--- src/rtl/cdb_arbiter_pkg.sv ---
// cdb_arbiter_pkg: core configuration and CDB packet types shared by the arbiter and its picker.
// Holds slot count, FU count, reorder-tag width, the broadcast packet type and a modular-add helper.
package cdb_arbiter_pkg;
  localparam int CDB_SIZE = 2;
  localparam int FU_NUM = 4;
  localparam int ROB_W = 5;
  typedef struct packed {
    logic valid;
    logic [ROB_W-1:0] reorder;
    logic [31:0] value;
  } cdb_slot_t;
  typedef cdb_slot_t [CDB_SIZE-1:0] cdb_packet_t;
  function automatic int wrap_add(input int a, input int b, input int n);
    return (a + b) % n;
  endfunction
endpackage

--- src/rtl/cdb_arbiter_rr_picker.sv ---
// cdb_arbiter_rr_picker: rotating find-first over a request vector.
// Ports: req_i requests, ptr_i start index; gnt_o one-hot grant, idx_o its index, any_o a grant exists.
module cdb_arbiter_rr_picker
  import cdb_arbiter_pkg::*;
#(
  parameter int N = 4,
  parameter int PW = $clog2(N)
) (
  input  logic [N-1:0]  req_i,
  input  logic [PW-1:0] ptr_i,
  output logic [N-1:0]  gnt_o,
  output logic [PW-1:0] idx_o,
  output logic          any_o
);
  // Scan from farthest to nearest so the request closest to ptr_i is the last (winning) write.
  always_comb begin
    gnt_o = '0;
    idx_o = '0;
    any_o = 1'b0;
    for (int k = N - 1; k >= 0; k--) begin
      if (req_i[wrap_add(int'(ptr_i), k, N)]) begin
        gnt_o = N'(1) << wrap_add(int'(ptr_i), k, N);
        idx_o = PW'(wrap_add(int'(ptr_i), k, N));
        any_o = 1'b1;
      end
    end
  end
endmodule

--- src/rtl/cdb_arbiter.sv ---
// cdb_arbiter: grants up to CDB_SIZE FU writeback ports per cycle in rotating priority onto the CDB.
// Ports: clk, rst (async, active-high), flush; fu_valid/fu_reorder/fu_value per FU in;
// fu_ready grant per FU out; cdb_packet registered broadcast of CDB_SIZE slots.
module cdb_arbiter
  import cdb_arbiter_pkg::*;
#(
  parameter int FU_N = FU_NUM,
  parameter int PW = $clog2(FU_N)
) (
  input  logic                        clk,
  input  logic                        rst,
  input  logic                        flush,
  input  logic [FU_N-1:0]             fu_valid,
  input  logic [FU_N-1:0][ROB_W-1:0]  fu_reorder,
  input  logic [FU_N-1:0][31:0]       fu_value,
  output logic [FU_N-1:0]             fu_ready,
  output cdb_packet_t                 cdb_packet
);
  logic [PW-1:0] ptr_q, ptr_d;
  cdb_packet_t pkt_d;
  logic [CDB_SIZE:0][FU_N-1:0] req;
  logic [CDB_SIZE-1:0][FU_N-1:0] gnt;
  logic [CDB_SIZE-1:0][PW-1:0] idx;
  logic [CDB_SIZE-1:0] any;
  // Each picker sees only the requests not already taken by an earlier slot.
  assign req[0] = (flush || rst) ? '0 : fu_valid;
  for (genvar s = 0; s < CDB_SIZE; s++) begin : g_slot
    cdb_arbiter_rr_picker #(.N(FU_N), .PW(PW)) u_pick (
      .req_i(req[s]),
      .ptr_i(ptr_q),
      .gnt_o(gnt[s]),
      .idx_o(idx[s]),
      .any_o(any[s])
    );
    assign req[s+1] = req[s] & ~gnt[s];
  end
  assign fu_ready = req[0] & ~req[CDB_SIZE];
  // Slots fill from 0 upward, so the highest active slot holds the last granted index.
  always_comb begin
    ptr_d = ptr_q;
    pkt_d = '0;
    for (int s = 0; s < CDB_SIZE; s++) begin
      pkt_d[s].valid = any[s];
      pkt_d[s].reorder = any[s] ? fu_reorder[idx[s]] : '0;
      pkt_d[s].value = any[s] ? fu_value[idx[s]] : '0;
      ptr_d = any[s] ? PW'(wrap_add(int'(idx[s]), 1, FU_N)) : ptr_d;
    end
    ptr_d = flush ? '0 : ptr_d;
  end
  always_ff @(posedge clk or posedge rst) begin
    if (rst) begin
      ptr_q <= '0;
      cdb_packet <= '0;
    end else begin
      ptr_q <= ptr_d;
      cdb_packet <= pkt_d;
    end
  end
endmodule

--- config.mk ---
export PLATFORM = sky130hd
export DESIGN_NAME = cdb_arbiter
export DESIGN_NICKNAME = d
export VERILOG_FILES = /design/src/rtl/cdb_arbiter_pkg.sv /design/src/rtl/cdb_arbiter_rr_picker.sv /design/src/rtl/cdb_arbiter.sv
export SDC_FILE = /design/constraint.sdc
export NUM_CORES = 1
export LEC_CHECK = 0
export ABC_AREA = 0
export CORE_ASPECT_RATIO = 0.75
export CORE_MARGIN = 2
export CORE_UTILIZATION = 40
export DETAILED_ROUTE_END_ITERATION = 8
export PLACE_DENSITY_LB_ADDON = 0.3
export SYNTH_ARGS = -nofsm -noshare
export SYNTH_HDL_FRONTEND = slang
export SYNTH_SLANG_ARGS = --single-unit
--- constraint.sdc ---
create_clock -name clk -period 4.3 [get_ports clk]
set_clock_uncertainty 0.05 [all_clocks]
set_input_delay 0.645 -clock clk [delete_from_list [all_inputs] [get_ports clk]]
set_output_delay 0.645 -clock clk [all_outputs]
set_load 0.02 [all_outputs]
# After elaboration in Yosys (flattened, before gate mapping)
# Cells that the tools add are included.
# totals
ff_bits	78
input_bits	155
output_inout_bits	80
elab_cells	98
# classes
add_sub_neg	5
order_cmp	6
shift	4
muxes	62
n_bitwise	9
n_reduce_logical	5
# ops
cell	count
$bmux 32 s2	2
$mux 32	4
$shl 1x32->4 const A	3
$mux 4	9
$mux 1	22
$mux 2	11
$bmux 5 s2	2
$mux 5	4
$bmux 1 s2	8
$and 4x4->4	3
$lt 3x4->1 const B	3
$not 4->4	3
$lt 2x3->1 const B	3
$add 2x1->2 const B	3
$reduce_or 2->1	3
$add 2x2->2 const B	2
$shl 1x2->4 const A	1
$and 1x1->1 const A	3
$reduce_bool 3->1	1
$logic_or 1x1->1	1

# Logic depth before layout (Yosys ltp)
# Gate-level depths: netlist of run 1.
# depth
word_depth	23
ltp_mapped	18
depth_no_buf	12

# Cells and area by module
# Synthesis of run 1 repeated with hierarchy kept, for this count alone.
# hier_totals
hier_cells	404
hier_area_um2	5392.7
# by_module_without_submodules
module	instances	cells_each	area_per_inst_um2	seq_area_each_um2
cdb_arbiter	1	282	4374.2	1951.9
cdb_arbiter_rr_picker	2	61	509.2	0.0

# Least setup slack after synthesis of run 1
# OpenSTA, ideal clock, no wires.
# synth_timing
path_type	register to output
start	reg ptr_q[1]
end	out fu_ready[1]
arrival_time_ps	3894
required_time_ps	3605
slack_ps	-289
stages_incl_launch_ff	14
n_path_buf	2
cell_sequence	dfrtp_1 > clkbuf_1 > clkinv_1 > ha_1 > buf_6 > mux2i_1 > o2111a_1 > o21ai_0 > a31oi_1 > a21oi_1 > o221a_4 > a211oi_1 > a222oi_1 > a311oi_1
# synth_via
elab_chain_len	21
elab_cells_between_ends	49
cone_classes	add/sub: 3; shift: 4; mux: 30; bitwise: 9; reduce/logical: 3
# synth_lines
element	line_no	source
from (decl)	cdb_arbiter.sv:19	logic [PW-1:0] ptr_q, ptr_d;
from (signal assigned)	cdb_arbiter.sv:55	ptr_q <= ptr_d;
$add 2x2->2	cdb_arbiter_pkg.sv:14	return (a + b) % n;
$bmux 1 s2 / $reduce_or 2->1 (equally long branches)	--	
$mux 1 (not written as such) / $and 1x1->1 (equally long branches)	--	
$mux 1 (not written as such) / $shl 1x32->4 (equally long branches)	cdb_arbiter_rr_picker.sv:21, cdb_arbiter_rr_picker.sv:22	
$mux 4 (4 in a row)	cdb_arbiter_rr_picker.sv:21	if (req_i[wrap_add(int'(ptr_i), k, N)]) begin
$not 4->4	cdb_arbiter.sv:35	assign req[s+1] = req[s] & ~gnt[s];
$and 4x4->4	cdb_arbiter.sv:35	
$bmux 1 s2	cdb_arbiter_rr_picker.sv:21	
$mux 1 (not written as such) (2 in a row)	cdb_arbiter_rr_picker.sv:21	
$mux 4 (4 in a row)	cdb_arbiter_rr_picker.sv:21	
$not 4->4	cdb_arbiter.sv:35	
$and 4x4->4 *	cdb_arbiter.sv:35	
$not 4->4 *	cdb_arbiter.sv:37	assign fu_ready = req[0] & ~req[CDB_SIZE];
$and 4x4->4 *	cdb_arbiter.sv:37	
to (decl)	cdb_arbiter.sv:16	output logic [FU_N-1:0] fu_ready,
# Mark *: on every way between the ends. The rest lies on a longest branch, timed or not. The select of a mux whose other input is x is not followed.

# Worst setup path after layout of run 1
# layout_timing
start	reg ptr_q[1]
end	out fu_ready[0]
# Same word-level chain as after synthesis.

==> results.py, run 1 <==
metrics = {
    "setup_path": {
        "reg2reg_depth": 17,
        "cp_max_fo": 3,
        "cp.required_ns": 3.61,
        "r2r_end": "cdb_packet[38]",
        "path_class": "reg -> out",
        "endpoint_kind": "primary output",
        "crit_start": "ptr_q[1]",
        "r2r-start": "ptr_q[1]",
        "start_kind": "flip-flop",
        "r2r_slack_ns": 0.68,
        "arrival_ns": 3.45,
    },
    "sta": {
        "setup_violations": 0,
        "max_freq_mhz": 241,
        "slew_viol_final": 0,
        "relSlewSlack_pct": 41.3,
        "hold_viol_final": 0,
        "tightest_slew_ns": 0.880,
        "min_period_over_period_pct": 96.3,
        "fin_crit_ns": 4.14,
    },
    "global_route": {
        "antenna_found_initial": 0,
        "grt_util_all_layers_pct": 25.2,
        "gr-total-overflow": 0,
        "grt_pass1_wl_mm": 29.0,
        "grt_max_degree": 46,
        "grt_pass1_vias": 5416,
    },
    "drt": {
        "drt_wl_total_mm": 19.0,
        "wire_per_inst_um": 21.0,
        "via_count": 5089,
        "drc": 0,
        "ant_nets": 0,
        "viasPerCell": 5.62,
        "dr.pass1.iters": 6,
        "drt-initial-drc-count": 276,
    },
    "hold_path": {
        "hold_depth": 3,
        "hold_end": "ptr_q[0]",
        "min-delay-start": "flush",
        "worstHoldPathType": "in -> reg",
    },
    "pwr": {
        "power_switching_uw": 1510,
        "p_per_area_nw_per_um2": 450,
        "pwr-share-comb_pct": 56.0,
        "total_power_uw": 4000,
        "p_leak_uw": 0.00403,
        "vdd_drop_max_mv": 0.231,
        "swShare_pct": 37.8,
        "internal_power_uw": 2490,
        "p_seq_share_pct": 23.7,
        "p_clk_share_pct": 20.3,
    },
    "clocking": {
        "root_buffer": "clkbuf_16",
        "holdBufCountCts": 0,
        "h-tree-depth": 3,
        "clock-sinks": 78,
        "cts_tree": "built",
        "clock_latency_ns": 0.34,
        "cts_inserted_buffers": 9,
        "clock_path_buffers": 2,
        "clk_pin_slew_ns": 0.06,
    },
    "finish": {
        "drive_gt1_share_pct": 26.4,
        "antenna_cells": 0,
        "multi_input_area_um2": 3390,
        "final_cell_area_um2": 8880,
        "instances_no_fill": 905,
        "nNetsFinal": 888,
        "register_area_um2": 1950,
        "postLayoutCoreUtil_pct": 65.0,
        "syn_to_final_growth_pct": 59.2,
        "nFillCells": 1073,
    },
    "floorplanning": {
        "ioPinCount": 235,
        "die_x_um": 140,
        "coreArea_um2": 13700,
        "fp.dieH_um": 106,
        "num_rows": 37,
        "die-area_um2": 14900,
        "start_util_pct": 40.9,
    },
    "outcome": {
        "status": "finished, final reports clean",
    },
    "place": {
        "gp_congestion": 0.884,
        "hpwl_mm": 14.2,
        "place_area_um2": 8470,
        "io_buffers": 234,
        "placed_cells": 887,
    },
    "synth": {
        "synth.distinct_cells": 64,
        "seq_area_frac_synth_pct": 35.0,
        "syn_inst": 446,
        "syn_area_um2": 5580,
        "synth_enable_flop_cells": 0,
        "synth_fa_ha_area_share_pct": 1.79,
        "synth_compound_area_share_pct": 17.0,
        "synth-async-reset-ratio_pct": 100,
        "synth_warnings": 0,
        "synth-simple-area-share_pct": 10.4,
        "synth_top_family_by_area": "multiplexers",
        "synthMuxAreaShare_pct": 29.2,
        "yosys.area_share.xor_xnor_pct": 0,
        "syn_nets": 609,
        "ys.flop_type": "dfrtp_1",
        "avgSynthCellArea_um2": 12.5,
        "ys_seq_elements": 78,
    },
    "run": {
        "drv_cap": 0,
    },
}
## cells in the final DEF (no fill, tap or decap), types with 4 or more instances in the layout
| cell type | instances |
|---|---|
| clkdlybuf4s50_1 | 224 |
| dfrtp_1 | 78 |
| mux2i_1 | 77 |
| buf_4 | 66 |
| mux4_2 | 37 |
| and2_1 | 37 |
| o22ai_2 | 30 |
| nand2_1 | 14 |
| o21ai_0 | 9 |
| o22ai_1 | 9 |
| clkbuf_16 | 9 |
| nand3_1 | 8 |
| inv_1 | 7 |
| nor2_1 | 7 |
| a21oi_1 | 7 |
| ha_1 | 7 |
| buf_12 | 7 |
| nor3_1 | 5 |
| dlymetal6s2s_1 | 5 |
| nor3b_1 | 4 |
| o211ai_1 | 4 |
| nand4_1 | 4 |
| a222oi_1 | 4 |
## worst max path at each step
stage / end / slack [ns] / cells after the start
floorplan: fu_ready[0] / 0.05 / 13
global placement: fu_ready[0] / -0.42 / 13
detailed placement: fu_ready[0] / -0.46 / 13
CTS: fu_ready[0] / 0.03 / 15
global route: fu_ready[0] / -0.05 / 16
finish: fu_ready[0] / 0.16 / 16
## Yosys cell counts, types with 7 or more instances
cell type | n | area share [%]
a21oi_1 | 9 | 0.81
and2_1 | 37 | 4.1
buf_6 | 7 | 1.4
clkbuf_1 | 11 | 0.74
dfrtp_1 | 78 | 35
ha_1 | 8 | 1.8
inv_1 | 8 | 0.54
mux2i_1 | 77 | 14
mux4_2 | 37 | 15
nand2_1 | 14 | 0.94
nand3_1 | 9 | 0.81
nor2_1 | 7 | 0.47
o21ai_0 | 10 | 0.90
o22ai_1 | 9 | 1.0
o22ai_2 | 30 | 6.7
## cells by family after synthesis
kind of cell    after synthesis
buf+inv                      47
fa+ha+maj                     8
compound gates              100
simple gates                 97
flops                        78
mux                         116
## power by group through the flow
stage | logic [uW] | clock network [uW] | registers (uW)
after floorplan | 1150 | 0 | 1170
after CTS | 2220 | 827 | 950
after global routing | 2370 | 850 | 964
final | 2240 | 810 | 949
after detailed placement | 2190 | 0 | 963
after global placement | 2160 | 0 | 955
## critical path, cell delays in order, from the launching register on
cell and delay [ns]:
dfrtp_1 0.37, clkinv_2 0.09, ha_4 0.29, mux2i_1 0.18, buf_4 0.15, o22ai_4 0.08
buf_4 0.15, a221oi_4 0.28, buf_4 0.18, a31oi_4 0.10, a21oi_2 0.17, o221a_4 0.22
a211oi_2 0.04, buf_4 0.15, a222oi_1 0.34, o31ai_2 0.12, buf_4 0.17
## metal layers
metal | vias to the layer above | track usage, % | routed length [um]
met3 | 23 | 7.48 | 1660
met5 | - | 0 | 0
met1 | 2494 | 31.0 | 7770
li1 | 2306 | - | -
met2 | 266 | 43.8 | 9300
met4 | 0 | 6.06 | 237
## registers in the layout, indices dropped and copies added (netlist names)
name / cells
cdb_packet: 76
ptr_q: 2
## cell type report
cell class                      instances  area share, %
Inverter                                9          0.409
Tap cell                              175           2.47
Timing Repair Buffer                  306           33.4
Clock inverter                          5          0.718
Clock buffer                           11           2.85
Sequential cell                        78           22.0
Multi-Input combinational cell        321           38.2
## through the flow
step,worst slack [ns],hold WS (ns),TNS (ns)
global route,-0.0458,0.758,-0.0825
finish,0.159,0.728,0
CTS,0.0330,0.760,0
floorplan,0.0492,0.693,0
global placement,-0.423,0.756,-1.56
detailed placement,-0.460,0.757,-1.68
## what timing repair did
action,in CTS,in global routing
pin swaps,6,7
gates resized for setup,26,12
endpoints found under the hold margin,0,0
endpoints found under the setup margin,4,4
setup buffers,1,1
No activity file was read; power rests on OpenSTA's default activity.
==> inputs of run 2 (changes only) <==
--- a/config.mk
+++ b/config.mk
@@ -11,6 +11,7 @@
 export CORE_UTILIZATION = 40
 export DETAILED_ROUTE_END_ITERATION = 8
 export PLACE_DENSITY_LB_ADDON = 0.3
+export SKIP_LAST_GASP = 1
 export SYNTH_ARGS = -nofsm -noshare
 export SYNTH_HDL_FRONTEND = slang
 export SYNTH_SLANG_ARGS = --single-unit
==> run 2 against run 1 <==
- critical path depth is the same
- combinational power is essentially flat
- final cell count is the same
- global-route usage is the same
- largest cell class unchanged
- die area is the same
- non-clock buffer count is the same
- count of clock-buffer cells in the layout is the same
- sequential power is essentially flat
- fmax is essentially flat
- via count shrank 0.29%
==> results.py, run 2 (synthesis results as in run 1) <==
metrics = {
    "setup_path": {
        "r2r_slack_ns": 0.69,
        "reg2reg_depth": 15,
        "arrival_ns": 3.45,
        "cp_max_fo": 3,
        "path_depth": 16,
        "r2r-start": "ptr_q[1]",
        "path_delay_family": "compound AO/OA/AOI/OAI gates",
        "crit_buf_inv": 6,
        "cp.required_ns": 3.61,
        "cpMaxStageDelayCell": "dfrtp_1",
        "path_class": "reg -> out",
        "endpoint_kind": "primary output",
        "cp-endpoint": "fu_ready[0]",
        "crit_start": "ptr_q[1]",
        "start_kind": "flip-flop",
        "cp_common_cell": "buf_4",
        "r2r_end": "cdb_packet[50]",
        "slowest_delay_ns": 0.37,
        "path_cells": "clkinv_2 > ha_4 > mux2i_1 > buf_4 > o22ai_4 > buf_4 > a221oi_4 > buf_6 > a31oi_4 > a21oi_2 > o221a_4 > a211oi_2 > buf_4 > a222oi_1 > o31ai_2 > buf_4",
    },
    "sta": {
        "fin_crit_ns": 4.14,
        "tightest_slew_ns": 0.883,
        "max_freq_mhz": 241,
        "setup_violations": 0,
        "hold_ws_ns": 0.726,
        "slew_viol_final": 0,
        "hold_viol_final": 0,
        "tns_ns": 0,
        "min_period_over_period_pct": 96.3,
        "relSlewSlack_pct": 41.1,
    },
    "clocking": {
        "root_buffer": "clkbuf_16",
        "clock_latency_ns": 0.34,
        "clk_pin_slew_ns": 0.06,
        "clock-sinks": 78,
        "cts_inserted_buffers": 9,
        "h-tree-depth": 3,
        "holdBufCountCts": 0,
        "cts_tree": "built",
        "clock_path_buffers": 2,
    },
    "finish": {
        "mostFrequentLayoutCells": "clkdlybuf4s50_1, dfrtp_1, mux2i_1, buf_4",
        "reg_top3": "cdb_packet (76), ptr_q (2)",
        "nNetsFinal": 888,
        "largest_reg_flops": 76,
        "final_common_cell": "clkdlybuf4s50_1",
        "final_cell_area_um2": 8890,
        "syn_to_final_growth_pct": 59.3,
        "drive_gt1_share_pct": 26.4,
        "regMostFlops": "cdb_packet",
        "postLayoutCoreUtil_pct": 65.1,
        "antenna_cells": 0,
    },
    "floorplanning": {
        "start_util_pct": 40.9,
        "ioPinCount": 235,
        "die_x_um": 140,
        "coreArea_um2": 13700,
        "die-area_um2": 14900,
        "fp.dieH_um": 106,
        "num_rows": 37,
    },
    "drt": {
        "drt-initial-drc-count": 289,
        "dr_wl_met2_mm": 9.33,
        "viasPerCell": 5.61,
        "wire_per_inst_um": 20.9,
        "wl_met1_mm": 7.66,
        "highest_layer": "met4",
        "drc": 0,
        "drt_wl_total_mm": 18.9,
        "dr_wl_met3_mm": 1.70,
        "via_count": 5074,
        "ant_nets": 0,
        "dr.pass1.iters": 6,
    },
    "pwr": {
        "p_per_area_nw_per_um2": 450,
        "p_leak_uw": 0.00403,
        "vdd_drop_max_mv": 0.230,
        "total_power_uw": 4000,
    },
    "global_route": {
        "grt_pass1_vias": 5424,
        "grt_util_all_layers_pct": 25.2,
        "grt_pass1_wl_mm": 29.0,
        "antenna_found_initial": 0,
        "grt_max_degree": 46,
        "gr-total-overflow": 0,
    },
    "hold_path": {
        "worstHoldPathType": "in -> reg",
    },
    "place": {
        "hpwl_mm": 14.2,
        "io_buffers": 234,
        "place_area_um2": 8470,
        "gp_congestion": 0.884,
    },
    "run": {
        "drv_cap": 0,
    },
    "outcome": {
        "status": "finished, final reports clean",
    },
}
[run 2: cell counts in the layout (fill, tap and decap cells not counted)]
Identical to the previous run, type by type.
[run 2: repair_timing]
item | CTS | global route
pin swaps | 6 | 9
gates resized for setup | 22 | 17
buffers inserted | 1 | 1
setup endpoints to repair | 4 | 4
[run 2: worst min-delay path: cells and delay by family]
| family | cells | cell delay, ns |
|---|---|---|
| compound gates | 1 | 0.07 |
| buf+inv | 2 | 0.36 |
[run 2: report_power, final]
group | switching (uW) | internal [uW] | total, uW
clock network | 321 | 486 | 808
logic | 1140 | 1110 | 2240
registers | 53.3 | 895 | 949
[run 2: per-layer routing]
| metal | global-route usage, % | vias to the layer above |
|---|---|---|
| met5 | 0 | - |
| met4 | 6.42 | 0 |
| met3 | 7.66 | 19 |
| met2 | 43.7 | 248 |
| met1 | 30.9 | 2495 |
| li1 | - | 2312 |
[run 2: worst min-delay path by stage]
stage	start	end	cells past startpoint
after floorplan	flush	ptr_q[0]	1
after detailed placement	ptr_q[0]	ptr_q[0]	3
after global routing	flush	ptr_q[0]	3
after CTS	rst	cdb_packet[34]	3
after global placement	ptr_q[0]	ptr_q[0]	3
final	flush	ptr_q[0]	3
[run 2: area by class of cell]
class | instances | area (um^2)
Fill cell | 1076 | 4770
Multi-Input combinational cell | 321 | 3390
Timing Repair Buffer | 306 | 2970
Sequential cell | 78 | 1950
Clock buffer | 11 | 253
Tap cell | 175 | 219
Clock inverter | 5 | 63.8
Inverter | 9 | 36.3
[run 2: through the flow]
step	setup slack, ns	cells
after global routing	-0.0568	905
after floorplan	0.0492	446
after detailed placement	-0.460	887
after global placement	-0.423	887
final	0.157	905
after CTS	-0.0533	904
==> inputs of run 3 (changes only) <==
--- a/config.mk
+++ b/config.mk
@@ -6,11 +6,14 @@
 export NUM_CORES = 1
 export LEC_CHECK = 0
 export ABC_AREA = 0
+export CELL_PAD_IN_SITES_DETAIL_PLACEMENT = 1
+export CELL_PAD_IN_SITES_GLOBAL_PLACEMENT = 2
 export CORE_ASPECT_RATIO = 0.75
 export CORE_MARGIN = 2
-export CORE_UTILIZATION = 40
+export CORE_UTILIZATION = 24
 export DETAILED_ROUTE_END_ITERATION = 8
 export PLACE_DENSITY_LB_ADDON = 0.3
+export RECOVER_POWER = 50
 export SKIP_LAST_GASP = 1
 export SYNTH_ARGS = -nofsm -noshare
 export SYNTH_HDL_FRONTEND = slang
==> run 3 against run 2 <==
- the flow now finishes with violations (max-capacitance violations, max-slew violations)
- sequential power down 0.5%
- power up 0.80%
- count of clock-buffer cells in the layout down 1
- core utilization down 26 points
- combinational power up 2%
- hold slack better by 0.14 ns
- critical path depth down 4
- first-iteration DRC count down 22%
- via count up 1.1%
- design area up 2.1%
- largest cell class unchanged
==> results.py, run 3 (synthesis results as in run 1) <==
metrics = {
    "global_route": {
        "grt_util_all_layers_pct": 18.3,
        "grt_pass1_vias": 5840,
        "grt_max_degree": 41,
        "antenna_found_initial": 0,
        "grt_pass1_wl_mm": 34.3,
        "gr-total-overflow": 0,
    },
    "outcome": {
        "status": "finished with violations",
        "violations": "max-capacitance violations, max-slew violations",
    },
    "drt": {
        "viasPerCell": 4.93,
        "via_count": 5130,
        "drt-initial-drc-count": 224,
        "ant_nets": 0,
        "wire_per_inst_um": 21.6,
        "dr.pass1.iters": 6,
        "drt_wl_total_mm": 22.4,
        "drc": 0,
    },
    "clocking": {
        "cts_inserted_buffers": 9,
        "clock_latency_ns": 0.34,
        "clock-sinks": 78,
        "h-tree-depth": 3,
        "clock_path_buffers": 2,
        "clk_pin_slew_ns": 0.06,
        "cts_tree": "built",
        "root_buffer": "clkbuf_16",
        "holdBufCountCts": 0,
    },
    "floorplanning": {
        "coreArea_um2": 22900,
        "die-area_um2": 24500,
        "fp.dieH_um": 136,
        "start_util_pct": 24.3,
        "num_rows": 48,
        "ioPinCount": 235,
        "die_x_um": 180,
    },
    "setup_path": {
        "cp_max_fo": 7,
        "r2r_end": "cdb_packet[41]",
        "r2r-start": "ptr_q[0]",
        "start_kind": "primary input",
        "r2r_slack_ns": 0.68,
        "endpoint_kind": "primary output",
        "reg2reg_depth": 15,
        "arrival_ns": 3.46,
        "cp.required_ns": 3.61,
        "path_class": "in -> out",
    },
    "finish": {
        "reg_top3": "cdb_packet (76), ptr_q (2)",
        "regMostFlops": "cdb_packet",
        "antenna_cells": 0,
        "nFillCells": 2485,
        "final_cell_area_um2": 9070,
        "final_common_cell": "clkdlybuf4s50_1",
        "largest_reg_flops": 76,
        "drive_gt1_share_pct": 27.4,
        "mostFrequentLayoutCells": "clkdlybuf4s50_1, dfrtp_1, mux2i_1, buf_4, dlygate4sd3_1",
        "nNetsFinal": 898,
        "instances_no_fill": 1040,
        "postLayoutCoreUtil_pct": 39.5,
        "syn_to_final_growth_pct": 62.6,
    },
    "pwr": {
        "p_per_area_nw_per_um2": 444,
        "total_power_uw": 4030,
        "vdd_drop_max_mv": 0.170,
        "p_leak_uw": 0.00412,
    },
    "hold_path": {
        "worstHoldPathType": "in -> reg",
        "min-delay-start": "flush",
        "hold_end": "ptr_q[0]",
        "hold_depth": 3,
    },
    "place": {
        "place_area_um2": 8670,
        "placed_cells": 1018,
        "gp_congestion": 0.846,
        "hpwl_mm": 16.9,
        "io_buffers": 234,
    },
    "sta": {
        "relSlewSlack_pct": -33.8,
        "setup_violations": 0,
        "hold_viol_final": 0,
        "slew_viol_final": 71,
        "tightest_slew_ns": 2.00,
        "max_freq_mhz": 241,
        "min_period_over_period_pct": 96.7,
        "fin_crit_ns": 4.16,
    },
    "run": {
        "drv_cap": 2,
    },
}
## run 3: cell count changes in the layout (fill, tap and decap cells not counted), moves of 4 or more
cell	change
dlygate4sd3_1	+39
clkdlybuf4s50_1	-39
o21ai_1	+4
buf_4	+7
dlygate4sd2_1	+4
dlymetal6s2s_1	-4
## run 3: worst max path at each step
| stage | from | endpoint | slack, ns | cells after the start |
|---|---|---|---|---|
| after global placement | fu_valid[3] | fu_ready[1] | -0.42 | 12 |
| after CTS | fu_valid[1] | fu_ready[2] | 0.004 | 13 |
| after global routing | ptr_q[0] | fu_ready[1] | -0.02 | 16 |
| after detailed placement | fu_valid[0] | fu_ready[0] | -0.51 | 13 |
| after floorplan | ptr_q[1] | fu_ready[0] | 0.05 | 13 |
| final | fu_valid[3] | fu_ready[1] | 0.14 | 12 |
## run 3: critical path, cell delays in order
cell	delay [ns]
dlygate4sd2_1	0.32
mux2_2	0.33
a22o_2	0.30
a221oi_4	0.38
nand3_2	0.17
and3_1	0.20
o21ai_0	0.14
o2bb2ai_1	0.13
buf_4	0.15
a222oi_1	0.35
a311oi_2	0.16
buf_4	0.19
## run 3: final cells by class
class	count	area, um^2	area share (%)
multi-input combinational	321	3380	37.2
timing repair buffer	316	3030	33.4
sequential	78	1950	21.5
tap	300	375	4.14
clock buffer	10	239	2.63
clock inverter	6	61.3	0.676
inverter	9	36.3	0.400
## run 3: metal layers
metal	vias up	global-route usage, %	share of wire, %
met3	19	6.96	9.0
met5	-	0	0
met1	2554	22.9	43
met2	232	30.0	47
met4	0	3.94	1.1
li1	2325	-	-
## run 3: through the flow
step                setup slack (ns)  TNS [ns]  hold WS (ns)
floorplan                     0.0492         0         0.693
global placement              -0.418     -1.54         0.767
CTS                          0.00430         0         0.759
finish                         0.143         0         0.864
global route                 -0.0232   -0.0260         0.905
detailed placement            -0.511     -1.91         0.800
## run 3: power by group
group / internal [uW] / total, uW / switching (uW)
Clock: 464 / 795 / 331
Combinational: 1110 / 2290 / 1190
Sequential: 895 / 944 / 49.0
Total: 2460 / 4030 / 1570
## run 3: timing repair
action	4_1_cts	5_1_grt
pin swaps	9	8
endpoints found under the setup margin	4	4
hold endpoints to repair	0	0
gates cloned	0	0
buffers inserted	4	2
resized for setup	33	12
